**src/rtl/mmcm_drp_reconfig.sv**
```systemverilog
// DRP initiator that reprograms an MMCME2_ADV from a host-loaded {addr, mask, data} table.
// Optional readback verify of every write is enabled by defining MMCM_DRP_READBACK_EN.
module mmcm_drp_reconfig #(
   parameter int TBL_AW       = 5,
   parameter int DRDY_TIMEOUT = 63,
   parameter int LOCK_TIMEOUT = 65535
) (
   input  logic              clk,
   input  logic              rst,
   input  logic              tbl_we,
   input  logic [TBL_AW-1:0] tbl_waddr,
   input  logic [38:0]       tbl_wdata,
   input  logic [TBL_AW-1:0] num_regs,
   input  logic              start,
   output logic              busy,
   output logic              done,
   output logic              error,
   output logic [1:0]        err_code,
   output logic [6:0]        drp_daddr,
   output logic [15:0]       drp_di,
   output logic              drp_den,
   output logic              drp_dwe,
   input  logic [15:0]       drp_do,
   input  logic              drp_drdy,
   output logic              mmcm_rst,
   input  logic              mmcm_locked
);

   localparam int DT_W = $clog2(DRDY_TIMEOUT + 1);
   localparam int LT_W = $clog2(LOCK_TIMEOUT + 1);

   typedef enum logic [3:0] {
      S_IDLE, S_ASSERT, S_RD, S_RD_W, S_WR, S_WR_W, S_VFY, S_VFY_W, S_REL, S_LOCK_W
   } state_t;

   // Mask bit 1 keeps the current register bit, mask bit 0 takes the table data bit.
   function automatic logic [15:0] rmw_merge(input logic [15:0] cur,
                                             input logic [15:0] mask,
                                             input logic [15:0] data);
      return (cur & mask) | (data & ~mask);
   endfunction

   logic [38:0]       tbl_r [2**TBL_AW];
   state_t            state_r, state_s;
   logic [TBL_AW-1:0] idx_r, idx_s;
   logic [TBL_AW-1:0] cnt_r, cnt_s;
   logic [15:0]       rdata_r, rdata_s;
   logic [DT_W-1:0]   dtmr_r, dtmr_s;
   logic [LT_W-1:0]   ltmr_r, ltmr_s;
   logic [3:0]        stale_r, stale_s;
   logic              seen_low_r, seen_low_s;
   logic              busy_s, done_s, error_s, den_s, dwe_s, mmcm_rst_s;
   logic [1:0]        err_code_s;
   logic [6:0]        daddr_s;
   logic [15:0]       di_s;
   logic [38:0]       entry_s;
   logic [TBL_AW:0]   idx_inc_s;
   logic              last_s;
   logic              lock_armed_s;

   // Table RAM: host writes accepted only while no sequence is running; not cleared by rst.
   always_ff @(posedge clk) begin
      if (tbl_we && !busy) begin
         tbl_r[tbl_waddr] <= tbl_wdata;
      end
   end

   assign entry_s      = tbl_r[idx_r];
   assign idx_inc_s    = {1'b0, idx_r} + {{TBL_AW{1'b0}}, 1'b1};
   assign last_s       = (idx_inc_s == {1'b0, cnt_r});
   // LOCKED lags RST, so a high level is trusted only after a low was seen or 8 cycles passed.
   assign lock_armed_s = seen_low_r || (stale_r == 4'd8);

   // Next-state and next-output logic for the sequencer.
   always_comb begin
      state_s    = state_r;
      idx_s      = idx_r;
      cnt_s      = cnt_r;
      rdata_s    = rdata_r;
      dtmr_s     = dtmr_r;
      ltmr_s     = ltmr_r;
      stale_s    = stale_r;
      seen_low_s = seen_low_r;
      busy_s     = busy;
      done_s     = 1'b0;
      error_s    = error;
      err_code_s = err_code;
      daddr_s    = drp_daddr;
      di_s       = drp_di;
      den_s      = 1'b0;
      dwe_s      = 1'b0;
      mmcm_rst_s = mmcm_rst;
      case (state_r)
         S_IDLE: begin
            if (start) begin
               cnt_s      = num_regs;
               idx_s      = {TBL_AW{1'b0}};
               error_s    = 1'b0;
               err_code_s = 2'd0;
               busy_s     = 1'b1;
               mmcm_rst_s = 1'b1;
               state_s    = S_ASSERT;
            end else begin
               state_s = S_IDLE;
            end
         end
         S_ASSERT: begin
            if (cnt_r != {TBL_AW{1'b0}}) begin
               state_s = S_RD;
            end else begin
               state_s = S_REL;
            end
         end
         S_RD: begin
            daddr_s = entry_s[38:32];
            den_s   = 1'b1;
            dtmr_s  = {DT_W{1'b0}};
            state_s = S_RD_W;
         end
         S_RD_W: begin
            if (drp_drdy) begin
               rdata_s = drp_do;
               state_s = S_WR;
            end else if (dtmr_r == DT_W'(DRDY_TIMEOUT)) begin
               error_s    = 1'b1;
               err_code_s = 2'd1;
               mmcm_rst_s = 1'b0;
               done_s     = 1'b1;
               busy_s     = 1'b0;
               state_s    = S_IDLE;
            end else begin
               dtmr_s = dtmr_r + {{(DT_W-1){1'b0}}, 1'b1};
            end
         end
         S_WR: begin
            di_s    = rmw_merge(rdata_r, entry_s[31:16], entry_s[15:0]);
            den_s   = 1'b1;
            dwe_s   = 1'b1;
            dtmr_s  = {DT_W{1'b0}};
            state_s = S_WR_W;
         end
         S_WR_W: begin
            if (drp_drdy) begin
`ifdef MMCM_DRP_READBACK_EN
               state_s = S_VFY;
`else
               idx_s   = idx_inc_s[TBL_AW-1:0];
               state_s = last_s ? S_REL : S_RD;
`endif
            end else if (dtmr_r == DT_W'(DRDY_TIMEOUT)) begin
               error_s    = 1'b1;
               err_code_s = 2'd1;
               mmcm_rst_s = 1'b0;
               done_s     = 1'b1;
               busy_s     = 1'b0;
               state_s    = S_IDLE;
            end else begin
               dtmr_s = dtmr_r + {{(DT_W-1){1'b0}}, 1'b1};
            end
         end
`ifdef MMCM_DRP_READBACK_EN
         S_VFY: begin
            den_s   = 1'b1;
            dtmr_s  = {DT_W{1'b0}};
            state_s = S_VFY_W;
         end
         S_VFY_W: begin
            if (drp_drdy) begin
               if (drp_do != drp_di) begin
                  error_s    = 1'b1;
                  err_code_s = 2'd3;
                  mmcm_rst_s = 1'b0;
                  done_s     = 1'b1;
                  busy_s     = 1'b0;
                  state_s    = S_IDLE;
               end else begin
                  idx_s   = idx_inc_s[TBL_AW-1:0];
                  state_s = last_s ? S_REL : S_RD;
               end
            end else if (dtmr_r == DT_W'(DRDY_TIMEOUT)) begin
               error_s    = 1'b1;
               err_code_s = 2'd1;
               mmcm_rst_s = 1'b0;
               done_s     = 1'b1;
               busy_s     = 1'b0;
               state_s    = S_IDLE;
            end else begin
               dtmr_s = dtmr_r + {{(DT_W-1){1'b0}}, 1'b1};
            end
         end
`endif
         S_REL: begin
            mmcm_rst_s = 1'b0;
            ltmr_s     = {LT_W{1'b0}};
            stale_s    = 4'd0;
            seen_low_s = 1'b0;
            state_s    = S_LOCK_W;
         end
         S_LOCK_W: begin
            if (!mmcm_locked) begin
               seen_low_s = 1'b1;
            end else begin
               seen_low_s = seen_low_r;
            end
            if (mmcm_locked && lock_armed_s) begin
               done_s  = 1'b1;
               busy_s  = 1'b0;
               state_s = S_IDLE;
            end else if (ltmr_r == LT_W'(LOCK_TIMEOUT)) begin
               error_s    = 1'b1;
               err_code_s = 2'd2;
               done_s     = 1'b1;
               busy_s     = 1'b0;
               state_s    = S_IDLE;
            end else begin
               ltmr_s = ltmr_r + {{(LT_W-1){1'b0}}, 1'b1};
               if (stale_r != 4'd8) begin
                  stale_s = stale_r + 4'd1;
               end else begin
                  stale_s = stale_r;
               end
            end
         end
         default: begin
            state_s = S_IDLE;
         end
      endcase
   end

   // State and registered-output update with synchronous reset.
   always_ff @(posedge clk) begin
      if (rst) begin
         state_r    <= S_IDLE;
         idx_r      <= {TBL_AW{1'b0}};
         cnt_r      <= {TBL_AW{1'b0}};
         rdata_r    <= 16'h0000;
         dtmr_r     <= {DT_W{1'b0}};
         ltmr_r     <= {LT_W{1'b0}};
         stale_r    <= 4'd0;
         seen_low_r <= 1'b0;
         busy       <= 1'b0;
         done       <= 1'b0;
         error      <= 1'b0;
         err_code   <= 2'd0;
         drp_daddr  <= 7'd0;
         drp_di     <= 16'h0000;
         drp_den    <= 1'b0;
         drp_dwe    <= 1'b0;
         mmcm_rst   <= 1'b0;
      end else begin
         state_r    <= state_s;
         idx_r      <= idx_s;
         cnt_r      <= cnt_s;
         rdata_r    <= rdata_s;
         dtmr_r     <= dtmr_s;
         ltmr_r     <= ltmr_s;
         stale_r    <= stale_s;
         seen_low_r <= seen_low_s;
         busy       <= busy_s;
         done       <= done_s;
         error      <= error_s;
         err_code   <= err_code_s;
         drp_daddr  <= daddr_s;
         drp_di     <= di_s;
         drp_den    <= den_s;
         drp_dwe    <= dwe_s;
         mmcm_rst   <= mmcm_rst_s;
      end
   end

endmodule

```
**config.mk**
```make
export PLATFORM = sky130hd
export DESIGN_NAME = mmcm_drp_reconfig
export DESIGN_NICKNAME = d
export VERILOG_FILES = /design/src/rtl/mmcm_drp_reconfig.sv
export SDC_FILE = /design/constraint.sdc
export NUM_CORES = 1
export LEC_CHECK = 0
export CELL_PAD_IN_SITES_DETAIL_PLACEMENT = 0
export CELL_PAD_IN_SITES_GLOBAL_PLACEMENT = 1
export CORE_UTILIZATION = 49
export DETAILED_ROUTE_END_ITERATION = 7
export PLACE_DENSITY = 0.74
export SKIP_CTS_REPAIR_TIMING = 1
export SYNTH_ARGS = -nofsm -noshare
export SYNTH_HDL_FRONTEND = slang
export SYNTH_SLANG_ARGS = --single-unit
export TNS_END_PERCENT = 1
```
**constraint.sdc**
```tcl
create_clock -name clk -period 3.3 [get_ports clk]
set_input_delay 0.66 -clock clk [delete_from_list [all_inputs] [get_ports clk]]
set_output_delay 0.66 -clock clk [all_outputs]
set_load 0.05 [all_outputs]
```
# Word-level counts from Yosys, hierarchy flattened
# Memories as Yosys holds them, arrays and structs flattened. A register that Yosys moved wholly into a read port is not among the register bits.
# Cells that the tools add are included.
[op_classes] addsub=4 n_eq_ne=23 bitwise=4 muxes=54 n_reduce_logical=23
[op_table] operator="two-way mux 4 bit" n=10
[op_table] operator="AND 16 bit" n=2
[op_table] operator="two-way mux 16 bit" n=2
[op_table] operator="one-hot mux 16 bit (2 select lines)" n=1
[op_table] operator="one-hot mux 4 bit (8 select lines)" n=1
[op_table] operator="two-way mux 1 bit" n=20
[op_table] operator="two-way mux 5 bit" n=4
[op_table] operator="inequality test 2 bit, second input constant" n=9
[op_table] operator="adder 16 x 1 -> 16 bit, second input constant" n=1
[op_table] operator="== test 16 bit, second input constant" n=1
[op_table] operator="inverter 16 bit" n=1
[op_table] operator="bitwise OR 16 bit" n=1
[op_table] operator="== test 4 bit, second input constant" n=3
[op_table] operator="two-way mux 6 bit" n=2
[op_table] operator="one-hot mux 6 bit (2 select lines)" n=1
[op_table] operator="two-way mux 2 bit" n=5
[op_table] operator="one-hot mux 5 bit (2 select lines)" n=1
[op_table] operator="one-hot mux 1 bit (3 select lines)" n=3
[op_table] operator="AND reduction 3 bit" n=3
[op_table] operator="== test 4 x 2 -> 1 bit, second input constant" n=2
[op_table] operator="== test 4 x 3 -> 1 bit, second input constant" n=2
[op_table] operator="one-hot mux 4 bit (2 select lines)" n=1
[op_table] operator="AND reduction 4 bit" n=2
[op_table] operator="adder 5 x 1 -> 6 bit, second input constant" n=1
[op_table] operator="21 further kinds" n=29
[totals] register_bits=88 out_inout_bits=31 elab_cells=126 mem_bits_rw=1248 inputBits=71 n_memories=1
[mem_list] name="tbl_r" depth=32 width=39 read_ports=1 rd_clocked_by_memory_dff=1 wr=1 line_no="43" text="logic [38:0] tbl_r [2**TBL_AW];"

# Logic depth before layout (Yosys ltp)
[logic_depth] word_depth=5 depth_mapped=10 mapped_depth_nobuf=8

# Worst setup path before layout
# Ideal clock, no wire load.
[synth_timing] path_type="input to register" start="input port tbl_we" end="memory tbl_r[12][0], enable pin" t_arrival_ns=2.871 setup_slack_ns=-0.006 n_path_buf=1 required_time_ns=2.865 cell_stages=4 setup_ns=0.435 path_cell_list="nand2b_1 -> or3_1 -> clkbuf_1 -> nor2_1"
[synth_via] elab_chain_cells=3
[synth_rtl] element="from (decl)" line_no="10" text="input logic tbl_we,"
[synth_rtl] element="logical AND 1 bit" line_no="63" text="if (tbl_we && !busy) begin"
[synth_rtl] element="two-way mux 1 bit" line_no="63"
[synth_rtl] element="two-way mux 1 bit (not written as such)" line_no="64" text="tbl_r[tbl_waddr] <= tbl_wdata;"
[synth_rtl] element="to (decl)" line_no="43"
# No other way between the ends.

==> flow_metrics.tcl <==
set metrics [dict create \
    status "finished with violations" \
    violations "design-rule violations" \
    synth-seq-cells 1341 \
    synth_top_area_cell "edfxtp_1" \
    synth_ff_type "edfxtp_1" \
    die_h_um 329 \
    htreeDepth 4 \
    hp-class "register to register" \
    r2r_cells 7 \
    synth_mux_area_share_pct 13.2 \
    cp_cell_sequence "buf_12 > or3_1 > buf_4 > o22ai_1 > nor4_1 > nand3_1 > o211ai_1" \
    clock_power_share_pct 43.2 \
    synth_xor_area_share_pct 0.382 \
    start_kind "register" \
    clk_pin_slew_ns 0.06 \
    critical_path_class "register to register" \
    cpLargestDelayFamily "simple AND/OR/NAND/NOR gates" \
    async_flop_share_pct 0 \
    dieArea_sq_um 108000 \
    synth-compound-area-share_pct 5.07 \
    pwr-share-comb_pct 3.3 \
    total_power_w 0.0352 \
    grt_pass1_wl_mm 189 \
    synth_fa_ha_area_share_pct 0.119 \
    grt.met1_usage_pct 35.6 \
    place.gp.congestion 0.806 \
    path_depth 7 \
    synth_area_leaders "edfxtp_1, mux4_2, mux2i_1, dfxtp_1, a22oi_1" \
    antenna_found_initial 4 \
    p_sw_w 0.00732 \
    ys_types 75 \
    met3_usage_pct 4.35 \
    switching_share_pct 20.8 \
    routedWlPerCell_um 28.1 \
    synth_simple_gate_area_share_pct 4.29 \
    cts_tree "built" \
    hold_depth 2 \
    crit_arrival_ns 3.69 \
    portBuffers 101 \
    areaGrowthSynthToFinish_pct 15.9 \
    grt_util_all_layers_pct 24.2 \
    syn_inst 2875 \
    synth-edff-count 1248 \
    wl_mm 129 \
    synth_most_common_cell "edfxtp_1" \
    synth_seq_area_share_pct 75.1 \
    synth_common_cells "edfxtp_1, mux2i_1, nand2_1, mux4_2, a22oi_1" \
    ir_drop_v 0.000451 \
    first_global_vias 28100 \
    maxCapViolations 0 \
    finalHoldViolCount 0 \
    syn_nets 2951 \
    syn-cell-area_sq_um 52400 \
    clk_latency_ns 0.76 \
    p_seq_share_pct 53.6 \
    avgSynthCellArea_sq_um 18.2 \
    clkSinkCount 1341 \
    die_x_um 329 \
    slowest_delay_ns 0.65 \
    internal_power_w 0.0278 \
    holdWs_ns 0.465 \
    powerDensity_nw_per_um2 579 \
    vias 28100 \
    fin_skew_ns 0.0298 \
    fmax_mhz 330 \
    power.leakage_nw 18.5 \
    start_util_pct 49.6 \
    globalRouteMet2Util_pct 37.4 \
    path_buf_inv 2 \
    grt_overflow 0 \
    busiest_layer "met2" \
    row_count 119 \
    fin_crit_sh_pct 91.9 \
    cts_made_buffers 137 \
    drive_gt1_share_pct 18.8 \
    via_per_inst 6.08 \
    core_area_sq_um 106000 \
    io-pin-count 102 \
    cts_root_buffer "clkbuf_16" \
    required_ns 3.96 \
    drv_slew 0 \
    hpwl_mm 76.8 \
    drc_errors 10 \
    synth_top_family_by_area "multiplexers" \
    ant_nets 0 \
    first_pass_iters 8 \
    ys_warn_count 0 \
    path_max_fanout 38 \
    setup_viol 0 \
    period_needed_ns 3.03 \
    clockBufferDepth 3 \
    tns_ns 0 \
    rsz0062_at_grt "false" \
    crit_slowest_cell "dfxtp_4" \
    tightest_slew_ns 1.19 \
    yosysTopAreaCellShare_pct 71.6 \
    grt_max_degree 116 \
    fillCellCount 7752 \
    max-slew-margin-rel_pct 20.6 \
    finalNetCount 3185 \
    drtIter0Drc 2998 \
    endpoint_kind "register" \
]
==> worst reg2reg max path, stage by stage, from the launching register on <==
cell	delay [ns]
dfxtp_4	0.65
buf_12	0.35
or3_1	0.47
buf_4	0.31
o22ai_1	0.09
nor4_1	0.50
nand3_1	0.32
o211ai_1	0.26
==> kinds of logic (layout without fill, tap and decap cells) <==
| group | Yosys count | after routing |
|---|---|---|
| buffers and inverters | 173 | 519 |
| AND/OR/NAND/NOR | 470 | 470 |
| flip-flops | 1341 | 1341 |
| AO/OA/AOI/OAI | 377 | 377 |
| adder cells (fa/ha/maj) | 5 | 5 |
| other | 0 | 2 |
| multiplexers | 487 | 487 |
| XOR/XNOR | 22 | 22 |
==> routing by layer <==
metal / up-vias / share of wire (%)
li1: 12100 / -
met1: 14600 / 43
met2: 1231 / 47
met3: 164 / 8.2
met4: 0 / 2.0
met5: - / 0
==> worst paths after layout <==
kind / from / endpoint / slack [ns]
setup / recovery: register / drp_di[14]$_SDFFE_PP0P_ / 0.27
hold / removal: rdata_r[12]$_SDFFE_PP0P_ / rdata_r[12]$_SDFFE_PP0P_ / 0.47
setup reg to reg: register / drp_di[14]$_SDFFE_PP0P_ / 0.27
hold reg to reg: rdata_r[12]$_SDFFE_PP0P_ / rdata_r[12]$_SDFFE_PP0P_ / 0.47
==> state kept, by name, indices dropped and copies added, names as in the netlist, named ones only <==
name	count
busy	1
cnt_r	5
done	1
drp_daddr	7
drp_den	1
drp_di	16
drp_dwe	1
dtmr_r	6
err_code	2
error	1
idx_r	5
ltmr_r	16
mmcm_rst	1
rdata_r	16
seen_low_r	1
stale_r	4
state_r	4
tbl_r	1248
==> cells in the final DEF (no fill, tap or decap), types with 8 or more instances in the layout <==
| master | instances |
|---|---|
| clkbuf_1 | 26 |
| a31oi_1 | 11 |
| nand3_1 | 58 |
| xor2_1 | 8 |
| or2_1 | 8 |
| clkinv_1 | 32 |
| edfxtp_1 | 1248 |
| bufinv_16 | 11 |
| nand2b_1 | 10 |
| nor2b_1 | 36 |
| clkbuf_16 | 140 |
| or2_2 | 9 |
| o21ai_0 | 25 |
| clkdlybuf4s50_1 | 100 |
| mux2i_1 | 290 |
| dfxtp_1 | 88 |
| clkinv_2 | 26 |
| nor2_4 | 33 |
| a211oi_1 | 41 |
| xnor2_1 | 13 |
| inv_1 | 8 |
| a21oi_1 | 43 |
| nor3_1 | 16 |
| mux4_2 | 142 |
| mux4_1 | 12 |
| buf_12 | 47 |
| mux2_2 | 43 |
| o211ai_1 | 31 |
| nor4_1 | 15 |
| nor2_1 | 62 |
| nand2_1 | 170 |
| o22ai_1 | 44 |
| a22oi_1 | 139 |
| buf_4 | 111 |
| a22o_1 | 9 |
==> area by class of cell <==
cell class / instances / area (sq um) / area share, %
Multi-Input combinational cell: 1361 / 12300 / 20.3
Tap cell: 1391 / 1740 / 2.87
Clock inverter: 83 / 796 / 1.31
Timing Repair Buffer: 259 / 2780 / 4.58
Inverter: 9 / 33.8 / 0.0557
Clock buffer: 168 / 3630 / 5.98
Sequential cell: 1341 / 39400 / 64.9
Antenna cell: 2 / 5.00 / 0.00825
==> power groups by stage <==
stage / clock, W / combinational (W) / sequential, W
final: 0.0152 / 0.00114 / 0.0188
after global routing: 0.0161 / 0.00123 / 0.0188
after CTS: 0.0154 / 0.00115 / 0.0188
after detailed placement: 0 / 0.00114 / 0.0192
after global placement: 0 / 0.00111 / 0.0192
after floorplan: 0 / 0.000424 / 0.0193
==> stage by stage <==
stage / cells / utilization (%) / cell area, sq um / setup slack [ns]
floorplan: 2875 / - / 52400 / -0.00645
global placement: 4361 / 53.3 / 56200 / 0.0292
detailed placement: 4361 / 53.3 / 56200 / -0.0137
CTS: 4612 / 57.5 / 60700 / -0.0215
global route: 4612 / 57.5 / 60700 / 0.104
finish: 4614 / 57.5 / 60700 / 0.267
Power figures use the tool's default switching activity.
